File: config.mk
export PLATFORM = sky130hd
export DESIGN_NAME = aes_job_arbiter
export DESIGN_NICKNAME = d
export VERILOG_FILES = /design/src/rtl/aes_job_arbiter.sv
export SDC_FILE = /design/constraint.sdc
export NUM_CORES = 1
export LEC_CHECK = 0
export ABC_AREA = 1
export CAP_MARGIN = 20
export CORE_AREA = 2 2 450 452
export DETAILED_ROUTE_END_ITERATION = 7
export DIE_AREA = 0 0 452 454
export SYNTH_ARGS = -nofsm -noshare
export SYNTH_HDL_FRONTEND = slang
export SYNTH_SLANG_ARGS = --single-unit
File: constraint.sdc
create_clock -name clk -period 3.6 [get_ports clk]
set_input_delay 0.36 -clock clk [delete_from_list [all_inputs] [get_ports clk]]
set_output_delay 0.36 -clock clk [all_outputs]
set_load 0.02 [all_outputs]
File: src/rtl/aes_job_arbiter.sv
// Round-robin arbiter sharing one AES-128 core between a host port (0) and a DMA port (1).
// One job in flight: accept, launch, wait for done or timeout, then return the result to its owner.
module aes_job_arbiter #(
    parameter int unsigned TIMEOUT_CYCLES = 4096,
    parameter int unsigned CNT_W          = 16,
    localparam int unsigned BLK_W         = 128
) (
    input  logic             clk,
    input  logic             rst_n,
    input  logic             req0_valid,
    output logic             req0_ready,
    input  logic             req0_mode,
    input  logic [BLK_W-1:0] req0_key,
    input  logic [BLK_W-1:0] req0_data,
    input  logic             req1_valid,
    output logic             req1_ready,
    input  logic             req1_mode,
    input  logic [BLK_W-1:0] req1_key,
    input  logic [BLK_W-1:0] req1_data,
    output logic             rsp0_valid,
    input  logic             rsp0_ready,
    output logic [BLK_W-1:0] rsp0_data,
    output logic             rsp0_err,
    output logic             rsp1_valid,
    input  logic             rsp1_ready,
    output logic [BLK_W-1:0] rsp1_data,
    output logic             rsp1_err,
    output logic             core_start,
    output logic             core_mode,
    output logic [BLK_W-1:0] core_key,
    output logic [BLK_W-1:0] core_data,
    input  logic             core_done,
    input  logic [BLK_W-1:0] core_result
);
    localparam logic [CNT_W-1:0] CNT_LAST = CNT_W'(TIMEOUT_CYCLES - 1);

    typedef enum logic [1:0] {IDLE, LAUNCH, WAIT, RESP} state_t;

    state_t           state;
    logic             rr_ptr;
    logic             owner;
    logic             grant;
    logic             idle_ok;
    logic             accept;
    logic [CNT_W-1:0] cnt;

    // Round-robin pointer only breaks ties; a lone requester is always granted.
    always_comb begin
        grant = rr_ptr;
        if (req0_valid && !req1_valid) begin
            grant = 1'b0;
        end else if (req1_valid && !req0_valid) begin
            grant = 1'b1;
        end
    end

    // Ready is held low while reset is asserted so no handshake can be seen during reset.
    assign idle_ok    = rst_n && (state == IDLE);
    assign req0_ready = idle_ok && req0_valid && !grant;
    assign req1_ready = idle_ok && req1_valid && grant;
    assign accept     = req0_ready || req1_ready;

    always_ff @(posedge clk or negedge rst_n) begin
        if (!rst_n) begin
            state      <= IDLE;
            rr_ptr     <= 1'b0;
            owner      <= 1'b0;
            cnt        <= '0;
            rsp0_valid <= 1'b0;
            rsp0_data  <= '0;
            rsp0_err   <= 1'b0;
            rsp1_valid <= 1'b0;
            rsp1_data  <= '0;
            rsp1_err   <= 1'b0;
            core_start <= 1'b0;
            core_mode  <= 1'b0;
            core_key   <= '0;
            core_data  <= '0;
        end else begin
            core_start <= 1'b0;
            unique case (state)
                IDLE: begin
                    if (accept) begin
                        owner      <= grant;
                        core_mode  <= grant ? req1_mode : req0_mode;
                        core_key   <= grant ? req1_key  : req0_key;
                        core_data  <= grant ? req1_data : req0_data;
                        core_start <= 1'b1;
                        state      <= LAUNCH;
                    end
                end
                LAUNCH: begin
                    cnt   <= '0;
                    state <= WAIT;
                end
                WAIT: begin
                    cnt <= cnt + CNT_W'(1);
                    // Done takes priority over a coincident timeout expiry.
                    if (core_done) begin
                        if (owner) begin
                            rsp1_data  <= core_result;
                            rsp1_err   <= 1'b0;
                            rsp1_valid <= 1'b1;
                        end else begin
                            rsp0_data  <= core_result;
                            rsp0_err   <= 1'b0;
                            rsp0_valid <= 1'b1;
                        end
                        state <= RESP;
                    end else if (cnt == CNT_LAST) begin
                        if (owner) begin
                            rsp1_data  <= '0;
                            rsp1_err   <= 1'b1;
                            rsp1_valid <= 1'b1;
                        end else begin
                            rsp0_data  <= '0;
                            rsp0_err   <= 1'b1;
                            rsp0_valid <= 1'b1;
                        end
                        state <= RESP;
                    end
                end
                RESP: begin
                    if (owner ? rsp1_ready : rsp0_ready) begin
                        rsp0_valid <= 1'b0;
                        rsp1_valid <= 1'b0;
                        rr_ptr     <= ~owner;
                        state      <= IDLE;
                    end
                end
                default: state <= IDLE;
            endcase
        end
    end
endmodule

# ---- Word level (Yosys, flattened, before mapping)
# Cells that the tools add are included.
dict set report op_classes {
  n_reduce_logical 21
  bitwise_logic 1
  n_div 0
  n_mul 0
  mux 39
  n_eq_ne 7
  shifts 0
  add_sub_neg 1
  magnitude_cmp 0
}
# op count
set op_table {}
lappend op_table {{2-to-1 mux 128 bit} 10}
lappend op_table {{one-hot mux 16 bit (2 select lines)} 1}
lappend op_table {{2-to-1 mux 1 bit} 21}
lappend op_table {{adder 16 x 1 -> 16 bit, second input constant} 1}
lappend op_table {{== test 16 x 12 -> 1 bit, second input constant} 1}
lappend op_table {{AND reduction 3 bit} 4}
lappend op_table {{2-to-1 mux 2 bit} 4}
lappend op_table {{one-hot mux 2 bit (4 select lines)} 1}
lappend op_table {{logical AND 1 bit} 7}
lappend op_table {{nonzero test 2 bit} 3}
lappend op_table {{== test 2 bit, second input constant} 2}
lappend op_table {{!= test 2 bit, second input constant} 2}
lappend op_table {{one-hot mux 1 bit (2 select lines)} 2}
lappend op_table {{AND reduction 2 bit} 2}
lappend op_table {{logical NOT 1 bit} 3}
lappend op_table {{!= test 3 bit, second input constant} 1}
lappend op_table {{== test 2 x 1 -> 1 bit, second input constant} 1}
lappend op_table {{logical NOT 2 bit} 1}
lappend op_table {{logical OR 1 bit} 1}
lappend op_table {{NOT 1 bit} 1}
dict set report word_totals {
  n_memories 0
  regBits 538
  word_cells 83
  output_inout_bits 520
  in_bits 649
  mem_bits_rw 0
  mem_bits_ro 0
  latchBits 0
}

# ---- Logic depth before layout (Yosys ltp)
# Gate-level depths: netlist of run 1.
dict set report logic_depth {
  word_depth 9
  mapped_depth 11
  mapped_depth_nobuf 10
}

# ---- Least setup slack after synthesis of run 1
# OpenSTA, ideal clock, no wires.
dict set report synth_timing {
  path_kind {register to output}
  from {reg state[0]}
  to {out req1_ready}
  arrival_ns 1.341
  path_stages_with_launch 8
  n_path_buf 1
  slack_ns 1.899
  required_time_ns 3.240
  cell_sequence {dfrtp_1 -> inv_1 -> ha_1 -> nand2_1 -> a21oi_2 -> buf_2 -> inv_2 -> nor2_1}
}
dict set report synth_via {
  elab_chain_cells 4
}
# item line
set synth_rtl {}
lappend synth_rtl {{start, declared} 39} ;# state_t state;
lappend synth_rtl {{start signal, assigned} 65} ;# state <= IDLE;
lappend synth_rtl {{start signal, assigned} 89} ;# state <= LAUNCH;
lappend synth_rtl {{start signal, assigned} 94} ;# state <= WAIT;
lappend synth_rtl {{logical NOT 2 bit} 58} ;# assign idle_ok = rst_n && (state == IDLE);
lappend synth_rtl {{logical AND 1 bit} 58}
lappend synth_rtl {{logical AND 1 bit (2 in a row)} 60} ;# assign req1_ready = idle_ok && req1_valid && grant;
lappend synth_rtl {{end, declared} 16} ;# output logic req1_ready,
# Every way passes these cells.

# ---- Final worst setup path of run 1
dict set report layout_timing {
  from {reg state[0]}
  to {out req0_ready}
}
dict set report layout_via {
  elab_chain_cells 4
}
# item line
set layout_rtl {}
lappend layout_rtl {{logical NOT 2 bit} 58}
lappend layout_rtl {{logical AND 1 bit} 58}
lappend layout_rtl {{logical AND 1 bit (2 in a row)} 59} ;# assign req0_ready = idle_ok && req0_valid && !grant;
lappend layout_rtl {{end, declared} 11} ;# output logic req0_ready,
# Every way passes these cells.

==> out/metrics.sh, run 1 <==
POSTSYNTHAREAPERCELL_UM2=8.81
VIAS_PER_CELL=3.62
DIE-WIDTH_UM=452
DP_WORST_SETUP_SLACK_NS=0.898
YS.WARNINGS.COUNT=0
PORT_BUFFERS=1168
GRT-OVFL-TOTAL=0
FINAL_NET_COUNT=4300
CTS_ROOT_BUFFER='sky130_fd_sc_hd__clkbuf_16'
MAXIMUM_NUMBER_OF_PINS_ON_ONE_NET_BEFORE_GLOBAL_ROUTE_REPAIR=172
PLACEDINSTANCEAREA_UM2=37000
SOURCE_TO_SINK_CLOCK_DELAY_AT_THE_LATER_PIN_OF_THE_WORST_SKEW_PAIR_NS=0.67
ROUTE.FINAL.WIRE_LENGTH_MM=147
WORST_PATH_REQUIRED_NS=3.24
SETUP_TOTAL_NEGATIVE_SLACK_NS=0
HOLDBUFCOUNTCTS=1
CLOCK_SINK_COUNT=538
FINALINSTANCEAREA_UM2=39300
FINAL_PERIOD_MINUS_WORST_SETUP_SLACK_NS=2.70
CP-START-KIND='flop'
POST_ROUTE_SETUP_SLACK_NS=0.901
CP_MAX_FO=3
POWER.DENSITY_nW_PER_UM2=831
WORST_HOLD_PATH_TYPE='input port to async pin'
DRT_PRE_ANTENNA_ITERS=5
GLOBALROUTETOTALUTIL=0.137
CORE-AREA_UM2=201000
PLACE_HPWL_MM=121
SYNTHTOLAYOUTAREAGROWTH_PCT=75.1
GRT_FIRST_PASS_WIRELENGTH_MM=192
GRT_USE_MET1=0.136
CTS_RESIZED=0
OUTCOME='completed'
PLACE.DETAILED.INSTANCES=6248
CTS_MAX_PATH_BUFFERS=3
DETAIL_ROUTE.WL_PER_CELL_UM=23.0
FIRST_GLOBAL_VIAS=22300
SYNTH.FF_LATCH_COUNT=538
HOLD_VIOL_FINAL=0
NETLIST_AREA_UM2=22500
FMAX_MHz=370
SLEW_VIOL_FINAL=0
FLOORPLAN.DIE.HEIGHT_UM=454
FLOORPLAN.INITIALDENSITY=0.112
DIEAREA_UM2=205000
IO_PINS=1169
FILLER_CELL_COUNT=22200
R2R_PATH_END='core_key[19]'
ANTENNA_LEFT=0
PERIOD_SHARE=0.750
GROUTE.LAYER.MET2.USAGE=0.266
USE_MET3=0.0327
CRITICAL_PATH_END_TYPE='output pin'
RELSLEWSLACK=0.229
FRACTION_OF_FINAL_LAYOUT_CELLS_SIZED_BEYOND_DRIVE_STRENGTH_1=0.0455
SYNTH_NETS=3203
POST-CTS-SETUP-BUFFERS=0
ROUTED-VIA-COUNT=23100
LEAKAGE_nW=15.7
NUMBER_OF_LEVELS_IN_THE_CLOCK_H_TREE=3
TRITONCTS.NUM_BUFFERS=68
CRITPATHARRIVALTIME_NS=2.34
DRCVIOLATIONCOUNT=0
HOLD-WORST-SLACK_NS=0.160
CRITICAL_PATH.STARTPOINT='state[0]'
RSZ_0062_RAISED_AFTER_GLOBAL_ROUTING='false'
REGTOREGSETUPSLACK_NS=1.27
MAX-VDD-IR-DROP_mV=0.422
SYN-INSTANCE-COUNT=2550
PLACEMENTROWS=165
WORSTMARGINPINSLEW_NS=1.16
DETAILEDROUTE.FIRSTITERATIONVIOLATIONS=1770
SYNTH_SEQ_AREA_SHARE=0.600
WORST_SETUP_PATH_END='req0_ready'
FINAL.SETUP_SKEW_NS=0.0294
SETUP_VIOL_COUNT_FINAL=0
CRITICALPATHCATEGORY='flop to output pin'
MAX-CAP-VIOLATIONS=0
TIMING.REG2REG.WORST_PATH_DEPTH=8
TRITONCTS='built'
REGTOREGSTARTPOINT='state[0]'
ANTENNA_FOUND_INITIAL=98
BUSIEST_LAYER='met2'
FINAL-INSTANCE-COUNT-EXCL-FILL=6392
SYNTH_CELL_TYPES=30
FINAL_WTD_CONGESTION=0.933
PATH_CLK_SLEW_NS=0.06
-- cell families (layout without fill, tap and decap cells) --
| family | count (synthesis) | count (layout) | share of synthesized area |
|---|---|---|---|
| and+or+nand+nor | 1247 | 1247 | 0.211 |
| AOI/OAI and AO/OA | 540 | 540 | 0.136 |
| DFF | 538 | 538 | 0.600 |
| buffers and inverters | 221 | 1367 | 0.0514 |
| adders and majority gates | 4 | 4 | 0.00223 |
| other | 0 | 24 | 0 |
-- layout by cell type (no fill, tap or decap), types with 2 or more instances in the layout --
| cell | netlist | routed |
|---|---|---|
| sky130_fd_sc_hd__buf_12 | 0 | 16 |
| sky130_fd_sc_hd__dfrtp_1 | 538 | 538 |
| sky130_fd_sc_hd__o21ai_0 | 141 | 141 |
| sky130_fd_sc_hd__clkinv_2 | 0 | 9 |
| sky130_fd_sc_hd__clkinvlp_4 | 0 | 5 |
| sky130_fd_sc_hd__diode_2 | 0 | 24 |
| sky130_fd_sc_hd__o21ai_1 | 130 | 130 |
| sky130_fd_sc_hd__inv_16 | 0 | 3 |
| sky130_fd_sc_hd__a21oi_1 | 5 | 5 |
| sky130_fd_sc_hd__inv_1 | 28 | 28 |
| sky130_fd_sc_hd__nand3_1 | 14 | 14 |
| sky130_fd_sc_hd__nor2_1 | 282 | 282 |
| sky130_fd_sc_hd__clkinv_8 | 0 | 2 |
| sky130_fd_sc_hd__nor3_1 | 6 | 6 |
| sky130_fd_sc_hd__inv_2 | 6 | 5 |
| sky130_fd_sc_hd__bufinv_16 | 0 | 2 |
| sky130_fd_sc_hd__clkdlybuf4s50_1 | 0 | 1165 |
| sky130_fd_sc_hd__clkbuf_1 | 44 | 13 |
| sky130_fd_sc_hd__nand2_1 | 938 | 938 |
| sky130_fd_sc_hd__clkbuf_8 | 0 | 14 |
| sky130_fd_sc_hd__nor2_2 | 2 | 2 |
| sky130_fd_sc_hd__ha_1 | 4 | 4 |
| sky130_fd_sc_hd__clkbuf_16 | 0 | 69 |
| sky130_fd_sc_hd__inv_6 | 0 | 2 |
| sky130_fd_sc_hd__buf_4 | 8 | 30 |
| sky130_fd_sc_hd__a31oi_1 | 257 | 257 |
-- cells in the mapped netlist, drive strengths merged --
master,count,area share
a21boi,1,0.00033
o211ai,1,0.00033
clkinv,1,0.00017
o21ai,273,0.061
clkbuf,53,0.0094
nand2,941,0.16
nand3,15,0.0039
buf,133,0.036
nor3,6,0.0013
o21bai,1,0.00033
nor2,284,0.048
o21a,1,0.00033
nand4,1,0.00028
a21oi,6,0.0015
ha,4,0.0022
dfrtp,538,0.60
inv,34,0.0057
a31oi,257,0.072
-- final cells by class --
| class | count | area (µm²) | area share |
|---|---|---|---|
| Antenna cell | 24 | 60.1 | 0.00153 |
| Clock buffer | 96 | 1970 | 0.0501 |
| Clock inverter | 23 | 253 | 0.00643 |
| Inverter | 35 | 139 | 0.00353 |
| Multi-Input combinational cell | 1791 | 7860 | 0.200 |
| Sequential cell | 538 | 13500 | 0.342 |
| Tap cell | 2672 | 3340 | 0.0850 |
| Timing Repair Buffer | 1213 | 12200 | 0.311 |
-- metrics by stage --
step | total power [W] | util
finish | 0.0327 | 0.196
global route | 0.0345 | 0.196
CTS | 0.0332 | 0.195
detailed placement | 0.0261 | 0.184
global placement | 0.0258 | 0.184
floorplan | 0.0173 | -
-- flip-flops by register name, summed over array words and instances, names as in the netlist, 2 cells and up --
name	count
core_data	128
core_key	128
cnt	16
rsp0_data	128
state	2
rsp1_data	128
-- per-layer routing --
layer	routed length, µm	up-vias
li1	-	10600
met1	48900	11100
met2	79800	1074
met3	9700	331
met4	8310	4
met5	30	-
-- how the worst min path moves through the flow --
| stage | endpoint | slack, ns | cells past startpoint |
|---|---|---|---|
| after floorplan | cnt[0] | 0.06 | 0 |
| after global placement | core_data[78] | 0.28 | 1 |
| after detailed placement | core_data[78] | 0.29 | 1 |
| after CTS | core_data[78] | 0.09 | 2 |
| after global routing | core_data[78] | 0.15 | 2 |
| final | core_data[78] | 0.16 | 2 |
-- where the power goes --
part | total (W) | leakage [nW] | switching [W] | internal (W)
logic | 0.0155 | 8.11 | 0.00887 | 0.00668
clock network | 0.00689 | 1.08 | 0.00290 | 0.00399
registers | 0.0102 | 6.55 | 0.00157 | 0.00866
total | 0.0327 | 15.7 | 0.0133 | 0.0193
-- critical path, cell delays in order (launching register included) --
cell and delay [ns]:
sky130_fd_sc_hd__dfrtp_1 0.40, sky130_fd_sc_hd__inv_1 0.09, sky130_fd_sc_hd__ha_1 0.19, sky130_fd_sc_hd__nand2_1 0.12, sky130_fd_sc_hd__nor2_1 0.22, sky130_fd_sc_hd__clkdlybuf4s50_1 0.67
No activity file was read; power rests on OpenSTA's default activity.
==> run 2, diff against run 1 <==
--- a/config.mk
+++ b/config.mk
@@ -7,9 +7,9 @@
 export LEC_CHECK = 0
 export ABC_AREA = 1
 export CAP_MARGIN = 20
-export CORE_AREA = 2 2 450 452
+export CORE_AREA = 2 2 455 457
 export DETAILED_ROUTE_END_ITERATION = 7
-export DIE_AREA = 0 0 452 454
+export DIE_AREA = 0 0 457 459
 export SYNTH_ARGS = -nofsm -noshare
 export SYNTH_HDL_FRONTEND = slang
 export SYNTH_SLANG_ARGS = --single-unit
==> constraint.sdc (replaced) <==
create_clock -name clk -period 2.36 [get_ports clk]
set_input_delay 0.236 -clock clk [delete_from_list [all_inputs] [get_ports clk]]
set_output_delay 0.236 -clock clk [all_outputs]
set_load 0.02 [all_outputs]
==> out/metrics.sh, run 2 (synthesized netlist as in run 1, its figures left out) <==
PATH_CLK_SLEW_NS=0.06  # about the same
PLACEMENTROWS=167  # was 165
MAX-CAP-VIOLATIONS=0  # unchanged
TRITONCTS='built'  # unchanged
ANTENNA_FOUND_INITIAL=125  # was 98
NUMBER_OF_LEVELS_IN_THE_CLOCK_H_TREE=3  # unchanged
HOLD-WORST-SLACK_NS=0.116  # was 0.160 ns
FIRST_GLOBAL_VIAS=23300  # was 22300
CP-START-KIND='flop'  # unchanged
CORE-AREA_UM2=206000  # was 201000 µm²
MIN_TO='core_data[36]'
FINAL_WTD_CONGESTION=0.898  # was 0.933
HOLD_VIOL_FINAL=0  # unchanged
TIMING.REG2REG.WORST_PATH_DEPTH=10  # was 8
FINAL_PERIOD_MINUS_WORST_SETUP_SLACK_NS=2.22
DETAIL_ROUTE.WL_PER_CELL_UM=23.0  # about the same
GRT_FIRST_PASS_WIRELENGTH_MM=196  # was 192 mm
OUTCOME='completed'  # unchanged
PORT_BUFFERS=1168  # unchanged
FLOORPLAN.INITIALDENSITY=0.109  # was 0.112
WORSTMARGINPINSLEW_NS=0.678  # was 1.16 ns
SETUP_VIOL_COUNT_FINAL=0  # unchanged
TIMING.HOLD.WORST.START='req1_data[36]'
LEAKAGE_nW=16.2  # was 15.7 nW
GRT-OVFL-TOTAL=0  # unchanged
GLOBALROUTETOTALUTIL=0.137  # about the same
CTS_ROOT_BUFFER='sky130_fd_sc_hd__clkbuf_16'  # unchanged
PLACE_HPWL_MM=125  # was 121 mm
POWER.DENSITY_nW_PER_UM2=1260  # was 831 nW/µm²
CRITPATHARRIVALTIME_NS=1.99  # was 2.34 ns
CTS_MAX_PATH_BUFFERS=3  # unchanged
RELSLEWSLACK=0.548  # was 0.229
DIE-WIDTH_UM=457  # was 452 µm
ROUTE.FINAL.WIRE_LENGTH_MM=149  # was 147 mm
R2R_PATH_END='core_key[0]'  # was core_key[19]
WORST_PATH_REQUIRED_NS=2.12  # was 3.24 ns
MOST_FREQUENT_CELLS_IN_THE_LAYOUT='sky130_fd_sc_hd__clkdlybuf4s50_1, sky130_fd_sc_hd__nand2_1, sky130_fd_sc_hd__dfrtp_1'  # unchanged
ROUTED-VIA-COUNT=23500  # was 23100
CRITICALPATHCATEGORY='flop to output pin'  # unchanged
WORST_HOLD_PATH_TYPE='input port to flop'  # was input port to async pin
FINAL_COMMON_CELL='sky130_fd_sc_hd__clkdlybuf4s50_1'  # unchanged
REGTOREGSETUPSLACK_NS=0.24  # was 1.27 ns
POST-LAYOUT-TOTAL-POWER_W=0.0504  # was 0.0327 W
ANTENNA_LEFT=0  # unchanged
FMAX_MHz=450
CRITICAL_PATH_END_TYPE='output pin'  # unchanged
DRT_PRE_ANTENNA_ITERS=7  # was 5
CLOCK_SINK_COUNT=538  # unchanged
FINAL_NET_COUNT=4365  # was 4300
DRCVIOLATIONCOUNT=0  # unchanged
CP_MAX_FO=3  # unchanged
DIEAREA_UM2=210000  # was 205000 µm²
REGTOREGSTARTPOINT='state[0]'  # unchanged
PERIOD_SHARE=0.942
VIAS_PER_CELL=3.63  # was 3.62
SYNTHTOLAYOUTAREAGROWTH_PCT=78.6  # was 75.1%
FINAL.SETUP_SKEW_NS=0.0337  # was 0.0294 ns
IO_PINS=1169  # unchanged
MAX-VDD-IR-DROP_mV=0.608  # was 0.422 mV
SLEW_VIOL_FINAL=0  # unchanged
FRACTION_OF_FINAL_LAYOUT_CELLS_SIZED_BEYOND_DRIVE_STRENGTH_1=0.0662  # was 0.0455
MAXIMUM_NUMBER_OF_PINS_ON_ONE_NET_BEFORE_GLOBAL_ROUTE_REPAIR=111  # was 172
SOURCE_TO_SINK_CLOCK_DELAY_AT_THE_LATER_PIN_OF_THE_WORST_SKEW_PAIR_NS=0.68  # was 0.67 ns
NUMBER_OF_CELLS_ON_THE_WORST_HOLD_PATH=3
DETAILEDROUTE.FIRSTITERATIONVIOLATIONS=1635  # was 1770
FLOORPLAN.DIE.HEIGHT_UM=459  # was 454 µm
TRITONCTS.NUM_BUFFERS=68  # unchanged
run 2: cell count changes in the layout (fill, tap and decap cells not counted), sizes merged:
cell / delta
diode: -10
bufinv: -1
buf: +72
clkdlybuf4s50: -9
inv: -1
clkinv: +7
dlygate4sd3: +1
clkbuf: -1
clkdlybuf4s15: +1
clkinvlp: -3
run 2: repair_timing:
| action | 4_1_cts | 5_1_grt |
|---|---|---|
| setup buffers | 4 | 0 |
| hold buffers | 2 | 0 |
| gates cloned | 0 | 0 |
| pin swaps | 1 | 1 |
| endpoints found under the hold margin | 118 | 0 |
| gates resized for setup | 6 | 2 |
| setup endpoints to repair | 2 | 2 |
run 2: worst max path at each step:
stage / start / endpoint
6_report: state[0] / req0_ready
5_1_grt: state[0] / req1_ready
4_1_cts: state[0] / req1_ready
3_5_place_dp: req1_valid / core_key[0]
3_3_place_gp: req1_valid / core_key[8]
2_1_floorplan: state[1] / cnt[14]
run 2: report_power, final:
part           internal (W)  leakage (nW)  total (W)  switching [W]
Clock               0.00607          1.11     0.0106        0.00453
Sequential           0.0132          6.55     0.0157        0.00248
Combinational        0.0107          8.51     0.0241         0.0135
run 2: metrics by stage:
step	cells	util	worst slack (ns)	cell area, µm²	setup TNS, ns
after detailed placement	6340	0.184	0.0825	37700	0
after global placement	6340	0.184	0.155	37700	0
after floorplan	2550	-	0.678	22500	0
final	6480	0.195	0.136	40100	0
after global routing	6479	0.195	-0.000278	40100	-0.000278
after CTS	6466	0.195	0.0119	40100	0
run 2: critical path: stages (launching register included):
cell,delay (ns)
sky130_fd_sc_hd__dfrtp_1,0.40
sky130_fd_sc_hd__inv_1,0.13
sky130_fd_sc_hd__ha_4,0.16
sky130_fd_sc_hd__nand2_2,0.08
sky130_fd_sc_hd__nor2_1,0.24
sky130_fd_sc_hd__clkdlybuf4s15_2,0.33
run 2: layer usage:
layer | GRT usage | wire [µm] | vias to the layer above
li1 | - | - | 10700
met1 | 0.122 | 46000 | 11000
met2 | 0.267 | 81300 | 1293
met3 | 0.0551 | 14400 | 395
met4 | 0.0583 | 6710 | 50
met5 | 0 | 323 | -
run 2: layout make-up:
class / count / area [µm²]
Fill cell: 22900 / 166000
Multi-Input combinational cell: 1791 / 7880
Sequential cell: 538 / 13500
Antenna cell: 14 / 35.0
Clock inverter: 25 / 255
Timing Repair Buffer: 1278 / 12900
Tap cell: 2704 / 3380
Inverter: 35 / 141
Clock buffer: 95 / 1990
==> run 3, diff against run 2 <==
--- a/config.mk
+++ b/config.mk
@@ -8,8 +8,10 @@
 export ABC_AREA = 1
 export CAP_MARGIN = 20
 export CORE_AREA = 2 2 455 457
+export CTS_CLUSTER_DIAMETER = 80
 export DETAILED_ROUTE_END_ITERATION = 7
 export DIE_AREA = 0 0 457 459
+export SKIP_CTS_REPAIR_TIMING = 1
 export SYNTH_ARGS = -nofsm -noshare
 export SYNTH_HDL_FRONTEND = slang
 export SYNTH_SLANG_ARGS = --single-unit
==> out/metrics.sh, run 3 (synthesized netlist as in run 1, its figures left out) <==
OUTCOME='completed'  # unchanged
GRT-OVFL-TOTAL=0  # unchanged
MOST_FREQUENT_CELLS_IN_THE_LAYOUT='sky130_fd_sc_hd__clkdlybuf4s50_1, sky130_fd_sc_hd__nand2_1, sky130_fd_sc_hd__dfrtp_1'  # unchanged
GLOBALROUTETOTALUTIL=0.136  # was 0.137
PLACE_HPWL_MM=125  # unchanged
FLOORPLAN.INITIALDENSITY=0.109  # unchanged
PATH_CLK_SLEW_NS=0.06  # about the same
WORST_HOLD_PATH_TYPE='input port to flop'  # unchanged
ROUTED-VIA-COUNT=23700  # was 23500
FIRST_GLOBAL_VIAS=23300  # about the same
CTS_MAX_PATH_BUFFERS=3  # unchanged
TIMING.REG2REG.WORST_PATH_DEPTH=8  # was 10
CORE-AREA_UM2=206000  # unchanged
FINAL_NET_COUNT=4369  # was 4365
UTILIZATION=0.196  # was 0.195
WORST_PATH_REQUIRED_NS=2.12  # about the same
SLEW_VIOL_FINAL=0  # unchanged
POWER.DENSITY_nW_PER_UM2=1270  # was 1260 nW/µm²
MAX-CAP-VIOLATIONS=0  # unchanged
MAX-VDD-IR-DROP_mV=0.608  # about the same
NUMBER_OF_CELLS_ON_THE_WORST_HOLD_PATH=3  # unchanged
SOURCE_TO_SINK_CLOCK_DELAY_AT_THE_LATER_PIN_OF_THE_WORST_SKEW_PAIR_NS=0.68  # about the same
CRIT_PATH_MAX_INCR_DELAY_NS=0.38  # was 0.40 ns
CTS_ROOT_BUFFER='sky130_fd_sc_hd__clkbuf_16'  # unchanged
WORST_PATH_MAX_DELAY_CELL='sky130_fd_sc_hd__dfrtp_1'  # unchanged
DIEAREA_UM2=210000  # unchanged
TRITONCTS='built'  # unchanged
DETAIL_ROUTE.WL_PER_CELL_UM=22.8  # was 23.0 µm
FRACTION_OF_FINAL_LAYOUT_CELLS_SIZED_BEYOND_DRIVE_STRENGTH_1=0.0671  # was 0.0662
SETUP_VIOL_COUNT_FINAL=0  # unchanged
FINAL.SETUP_SKEW_NS=0.0347  # was 0.0337 ns
DRT_PRE_ANTENNA_ITERS=7  # unchanged
VIAS_PER_CELL=3.64  # was 3.63
CLOCK_SINK_COUNT=538  # unchanged
WORSTMARGINPINSLEW_NS=0.692  # was 0.678 ns
NUMBER_OF_LEVELS_IN_THE_CLOCK_H_TREE=3  # unchanged
PORT_BUFFERS=1168  # unchanged
MAXIMUM_NUMBER_OF_PINS_ON_ONE_NET_BEFORE_GLOBAL_ROUTE_REPAIR=111  # unchanged
PLACEMENTROWS=167  # unchanged
FINAL_WTD_CONGESTION=0.898  # unchanged
FLOORPLAN.DIE.HEIGHT_UM=459  # unchanged
CP_MAX_FO=8  # was 3
FINAL_COMMON_CELL='sky130_fd_sc_hd__clkdlybuf4s50_1'  # unchanged
ANTENNA_LEFT=0  # unchanged
FINAL_PERIOD_MINUS_WORST_SETUP_SLACK_NS=2.23  # was 2.22 ns
REGTOREGSETUPSLACK_NS=0.25  # was 0.24 ns
IO_PINS=1169  # unchanged
DIE-WIDTH_UM=457  # unchanged
CRIT_PATH_CELL_TRACE='buf_4 > o21ai_4 > buf_12 > buf_4 > nor2_2 > buf_4'  # was inv_1 > ha_4 > nand2_2 > nor2_1 > clkdlybuf4s15_2
SYNTHTOLAYOUTAREAGROWTH_PCT=79.4  # was 78.6%
HOLD_VIOL_FINAL=0  # unchanged
FF_LATCH_AREA_UM2=13500  # unchanged
FMAX_MHz=449  # was 450 MHz
MULTI_INPUT_AREA_UM2=7880  # unchanged
LEAKAGE_nW=16.3  # was 16.2 nW
HOLD-WORST-SLACK_NS=0.106  # was 0.116 ns
ANTENNA_FOUND_INITIAL=126  # was 125
ROUTE.FINAL.WIRE_LENGTH_MM=148  # was 149 mm
GRT_FIRST_PASS_WIRELENGTH_MM=195  # was 196 mm
DRCVIOLATIONCOUNT=0  # unchanged
DETAILEDROUTE.FIRSTITERATIONVIOLATIONS=1551  # was 1635
RELSLEWSLACK=0.539  # was 0.548
TRITONCTS.NUM_BUFFERS=71  # was 68
WORST_PATH_MOST_REPEATED_CELL='sky130_fd_sc_hd__buf_4'
CRITICAL_PATH_END_TYPE='output pin'  # unchanged
CP-START-KIND='flop'  # unchanged
FILLER_CELL_COUNT=22900  # about the same
CRITPATHARRIVALTIME_NS=1.99  # about the same
CRITICALPATHCATEGORY='flop to output pin'  # unchanged
PERIOD_SHARE=0.944  # was 0.942
[run 3: changes by cell type in the layout (fill, tap and decap cells not counted), moves of 3 or more]
cell and change:
sky130_fd_sc_hd__clkbuf_1 +3, sky130_fd_sc_hd__clkbuf_16 +3, sky130_fd_sc_hd__clkinv_2 -3, sky130_fd_sc_hd__clkinv_4 -3
sky130_fd_sc_hd__diode_2 +7, sky130_fd_sc_hd__inv_8 +4
[run 3: final timing paths]
check                               from            end
setup / recovery                  rr_ptr     req1_ready
hold / removal               req1_key[3]    core_key[3]
setup reg to reg                  rr_ptr   core_key[16]
hold reg to reg            rsp0_data[68]  rsp0_data[68]
max in group asynchronous          rst_n  rsp0_data[96]
min in group asynchronous          rst_n  rsp1_data[32]
[run 3: area by class of cell]
class,instances,share of cell area
flip-flops and latches,538,0.334
repair buffers,1279,0.322
multi-input cells,1791,0.196
well taps,2704,0.0840
clock buffers,100,0.0513
clock inverters,27,0.00860
inverters,35,0.00351
diodes,21,0.00130
[run 3: power by group]
part,leakage (nW),switching (W),internal (W)
clock network,1.18,0.00471,0.00646
logic,8.53,0.0135,0.0107
registers,6.55,0.00248,0.0132
[run 3: through the flow]
stage	std cells	cell area, µm²	setup WS [ns]	TNS, ns	total power (W)
6_report	6495	40300	0.132	0	0.0510
5_1_grt	6491	40300	-0.0142	-0.0142	0.0539
4_1_cts	6467	40200	-0.422	-0.549	0.0517
3_5_place_dp	6340	37700	0.0825	0	0.0401
3_3_place_gp	6340	37700	0.155	0	0.0398
2_1_floorplan	2550	22500	0.678	0	0.0263
[run 3: critical path: cells and delay by family, from the launching register on]
family	cells	cell delay, ns
compound gates	1	0.28
flops	1	0.38
buf+inv	4	0.61
simple gates	1	0.05
[run 3: layer usage]
layer  track usage  part of all wire  vias up  wire length [µm]
met5             0            0.0019        -               287
met4        0.0598             0.046       44              6810
met3        0.0536             0.095      380             14100
met2         0.266              0.55     1316             81100
met1         0.122              0.31    11200             46000
li1              -                 -    10800                 -
